`src/rtl/btn_pkg.sv`:
```
// Shared types and default parameters for the push-button debouncer.
package btn_pkg;
   typedef enum logic [1:0] {IDLE_LOW, WAIT_HIGH, IDLE_HIGH, WAIT_LOW} state_t;
   localparam int DEF_STABLE_TICKS = 3;
   localparam int DEF_SYNC_STAGES  = 2;
endpackage

```
`src/rtl/sync_rise_det.sv`:
```
// Multi-flop synchroniser for an asynchronous level, plus a one-clk rising-edge pulse.
module sync_rise_det #(
   parameter int STAGES = 2
) (
   input  logic clk,
   input  logic rst,
   input  logic d_async,
   output logic d_sync,
   output logic rise
);
   logic [STAGES-1:0] sync_q;
   logic              prev_q;

   always_ff @(posedge clk or posedge rst) begin
      if (rst) begin
         sync_q <= '0;
         prev_q <= 1'b0;
      end else begin
         sync_q <= {sync_q[STAGES-2:0], d_async};
         prev_q <= sync_q[STAGES-1];
      end
   end

   assign d_sync = sync_q[STAGES-1];
   assign rise   = d_sync & ~prev_q;
endmodule

```
`src/rtl/btn_debounce.sv`:
```
// Button debouncer sampled on rising edges of the divided 50 Hz signal (used as data, not a clock).
module btn_debounce
   import btn_pkg::*;
#(
   parameter int STABLE_TICKS = DEF_STABLE_TICKS,
   parameter int SYNC_STAGES  = DEF_SYNC_STAGES
) (
   input  logic clk,
   input  logic rst,
   input  logic clk_slow,
   input  logic btn_in,
   output logic btn_db,
   output logic btn_pressed,
   output logic btn_released
);
   localparam int            CW   = $clog2(STABLE_TICKS + 1);
   localparam logic [CW-1:0] LAST = CW'(STABLE_TICKS - 1);
   localparam logic [CW-1:0] ONE  = CW'(1);

   logic          tick;
   logic          slow_s;
   logic          btn_s;
   logic          btn_rise_unused;
   state_t        state_q, state_d;
   logic [CW-1:0] cnt_q, cnt_d;
   logic          db_q, db_d;
   logic          pressed_q, pressed_d;
   logic          released_q, released_d;

   sync_rise_det #(.STAGES(SYNC_STAGES)) u_slow_sync (
      .clk(clk), .rst(rst), .d_async(clk_slow), .d_sync(slow_s), .rise(tick)
   );

   sync_rise_det #(.STAGES(SYNC_STAGES)) u_btn_sync (
      .clk(clk), .rst(rst), .d_async(btn_in), .d_sync(btn_s), .rise(btn_rise_unused)
   );

   always_ff @(posedge clk or posedge rst) begin
      if (rst) begin
         state_q    <= IDLE_LOW;
         cnt_q      <= '0;
         db_q       <= 1'b0;
         pressed_q  <= 1'b0;
         released_q <= 1'b0;
      end else begin
         state_q    <= state_d;
         cnt_q      <= cnt_d;
         db_q       <= db_d;
         pressed_q  <= pressed_d;
         released_q <= released_d;
      end
   end

   // Any sample opposite to the pending level drops back to the idle state it came from.
   always_comb begin
      state_d    = state_q;
      cnt_d      = cnt_q;
      pressed_d  = 1'b0;
      released_d = 1'b0;
      if (tick) begin
         case (state_q)
            IDLE_LOW: begin
               if (btn_s) begin
                  state_d = WAIT_HIGH;
                  cnt_d   = ONE;
               end
            end
            WAIT_HIGH: begin
               if (!btn_s) begin
                  state_d = IDLE_LOW;
                  cnt_d   = '0;
               end else if (cnt_q == LAST) begin
                  state_d   = IDLE_HIGH;
                  cnt_d     = '0;
                  pressed_d = 1'b1;
               end else begin
                  cnt_d = cnt_q + ONE;
               end
            end
            IDLE_HIGH: begin
               if (!btn_s) begin
                  state_d = WAIT_LOW;
                  cnt_d   = ONE;
               end
            end
            WAIT_LOW: begin
               if (btn_s) begin
                  state_d = IDLE_HIGH;
                  cnt_d   = '0;
               end else if (cnt_q == LAST) begin
                  state_d    = IDLE_LOW;
                  cnt_d      = '0;
                  released_d = 1'b1;
               end else begin
                  cnt_d = cnt_q + ONE;
               end
            end
            default: begin
               state_d = IDLE_LOW;
               cnt_d   = '0;
            end
         endcase
      end
      db_d = (state_d == IDLE_HIGH) || (state_d == WAIT_LOW);
   end

   assign btn_db       = db_q;
   assign btn_pressed  = pressed_q;
   assign btn_released = released_q;
endmodule

```
`config.mk`:
```
export PLATFORM = sky130hd
export DESIGN_NAME = btn_debounce
export DESIGN_NICKNAME = d
export VERILOG_FILES = /design/src/rtl/btn_pkg.sv /design/src/rtl/sync_rise_det.sv /design/src/rtl/btn_debounce.sv
export SDC_FILE = /design/constraint.sdc
export NUM_CORES = 1
export LEC_CHECK = 0
export CAP_MARGIN = 15
export CELL_PAD_IN_SITES_DETAIL_PLACEMENT = 1
export CELL_PAD_IN_SITES_GLOBAL_PLACEMENT = 2
export CORE_MARGIN = 1
export CORE_UTILIZATION = 34
export CTS_BUF_LIST = sky130_fd_sc_hd__clkbuf_16
export CTS_CLUSTER_DIAMETER = 60
export DETAILED_ROUTE_END_ITERATION = 7
export PLACE_DENSITY = 0.83
export SLEW_MARGIN = 40
export SYNTH_ARGS = -nofsm -noshare
export SYNTH_HDL_FRONTEND = slang
export SYNTH_HIERARCHICAL = 1
export SYNTH_SLANG_ARGS = --single-unit
```
`constraint.sdc`:
```
create_clock -name clk -period 1.9 [get_ports clk]
set_clock_uncertainty 0.2 [all_clocks]
set_input_delay 0.38 -clock clk [delete_from_list [all_inputs] [get_ports clk]]
set_output_delay 0.38 -clock clk [all_outputs]
set_load 0.02 [all_outputs]
```
==> impl_metrics.tcl <==
set metrics [dict create \
    vdd_drop_max_mv 0.741 \
    viasPerCell 4.93 \
    ctsResizeCount 0 \
    syn_inst 32 \
    synth_nets 36 \
    crit_path_top_delay_cell "clkdlybuf4s50_1" \
    power.total_mw 0.862 \
    grt_start_max_net_pins 8 \
    area_growth_syn_to_layout_pct 34.3 \
    insertion_delay_ns 0.24 \
    final.setup.tns_ns 0 \
    first_global_vias 327 \
    clk_pin_slew_ns 0.04 \
    cts_buffers 3 \
    outcome "finished, final reports clean" \
    yosys_warnings 6 \
    slew_violations 0 \
    synth_area_um2 455 \
    grt.overflow.total 0 \
    rows 12 \
    postCtsSetupRepairBufs 0 \
    fin_cells 56 \
    max_freq_mhz 565 \
    routed_wl_um 946 \
    p_per_area_mw_per_mm2 1410 \
    crit_buf_inv 1 \
    leakage_nw 0.291 \
    dr.pass1.iters 2 \
    path_cells "clkdlybuf4s50_1" \
    worstSetupEndpointType "output pin" \
    track_usage_pct 17.4 \
    nets 47 \
    placed_cells 52 \
    clock-sinks 12 \
    hold_class "register to register" \
    ant_nets 0 \
    hold_viol 0 \
    cts_tree "yes" \
    num_vias 276 \
    tightest_slew_ns 0.294 \
    rsz0062_at_grt "no" \
    cap_violations 0 \
    setup_violations 0 \
    cp-start-kind "register" \
    avgSynthCellArea_um2 14.2 \
    numPortBuffers 6 \
    path_class "register to output pin" \
    htreeDepth 1 \
    antenna_found_initial 0 \
    crit_family "buffers and inverters" \
    initial_core_util_pct 38.9 \
    wl_per_cell_um 16.9 \
    gp_congestion 0.634 \
    cts_hold_buf 0 \
    grt_pass1_wl_um 1600 \
    fp.dieH_um 38.6 \
    clk_root_buffer_cell "clkbuf_16" \
    hpwl_um 613 \
    ioPinCount 7 \
    cp.arrival_ns 1.19 \
    fillerInstances 123 \
    cts.path.max_buffers 2 \
    worstPathRequired_ns 1.32 \
    crit_fanout 1 \
    relSlewSlack_pct 80.4 \
    core_area_mm2 0.00117 \
    drcViolationCount 0 \
    drive_gt1_share_pct 19.0 \
    drt_first_iter_violations 2 \
    slowest_delay_ns 0.62 \
    die_x_um 38.6 \
    dieArea_mm2 0.00149 \
    antennaDiodeCount 0 \
    fin_crit_ns 1.77 \
    finalCritPeriodShare_pct 93.2 \
]
[layout by cell type (no fill, tap or decap), types with 2 or more instances in the layout]
master and instances:
clkbuf_16 3, clkdlybuf4s50_1 6, dfrtp_1 12, inv_1 4, nor3b_1 2
[sequential cells by signal, summed over array words and instances (netlist names)]
| signal | count |
|---|---|
| btn_pressed | 1 |
| u_slow_sync/sync_q | 2 |
| state_q | 2 |
| u_slow_sync/prev_q | 1 |
| btn_db | 1 |
| btn_released | 1 |
| cnt_q | 2 |
| u_btn_sync/sync_q | 2 |
[worst paths after layout]
check | slack (ns) | start | to | cells past startpoint
setup / recovery | 0.13 | btn_db | btn_db | 1
hold / removal | 0.16 | u_btn_sync/sync_q[0] | u_btn_sync/sync_q[1] | 0
max in group asynchronous | 1.01 | rst | state_q[0] | 2
hold reg to reg | 0.16 | u_btn_sync/sync_q[0] | u_btn_sync/sync_q[1] | 0
min in group asynchronous | 0.17 | rst | u_btn_sync/sync_q[1] | 2
setup reg to reg | 0.46 | u_slow_sync/prev_q | state_q[1] | 3
[through the flow]
step	hold slack, ns	area [um^2]	setup WS [ns]	util, %
after global placement	0.138	533	0.424	45.5
after detailed placement	0.137	533	0.408	45.5
after CTS	0.161	612	0.103	52.2
after global routing	0.172	612	0.112	52.2
after floorplan	-0.0788	455	0.571	-
final	0.161	612	0.130	52.2
[metal layers]
layer,up-vias,track usage (%),share of wire (%),wire length (um)
met5,-,0,0,0
met4,0,7.76,0,0
met3,0,3.47,1.6,15
met2,3,31.7,58,548
met1,143,19.1,40,382
li1,130,-,-,-
[worst reg2reg max path: cells and delay by family, from the launching register on]
kind | cells | cell delay [ns]
and+or+nand+nor | 2 | 0.38
DFF | 1 | 0.39
muxes | 1 | 0.35
[power breakdown]
part | switching [mW] | internal (mW)
Clock | 0.106 | 0.277
Combinational | 0.0579 | 0.0668
Sequential | 0.0541 | 0.301
[cell type report]
cell class	instances	area, um^2	share of cell area, %
Sequential cell	12	300	49.1
Multi-Input combinational cell	16	140	22.9
Clock buffer	3	75.1	12.3
Timing Repair Buffer	6	60.1	9.82
Tap cell	14	17.5	2.86
Inverter	4	15.0	2.45
Clock inverter	1	3.75	0.613
Power figures use the tool's default switching activity.
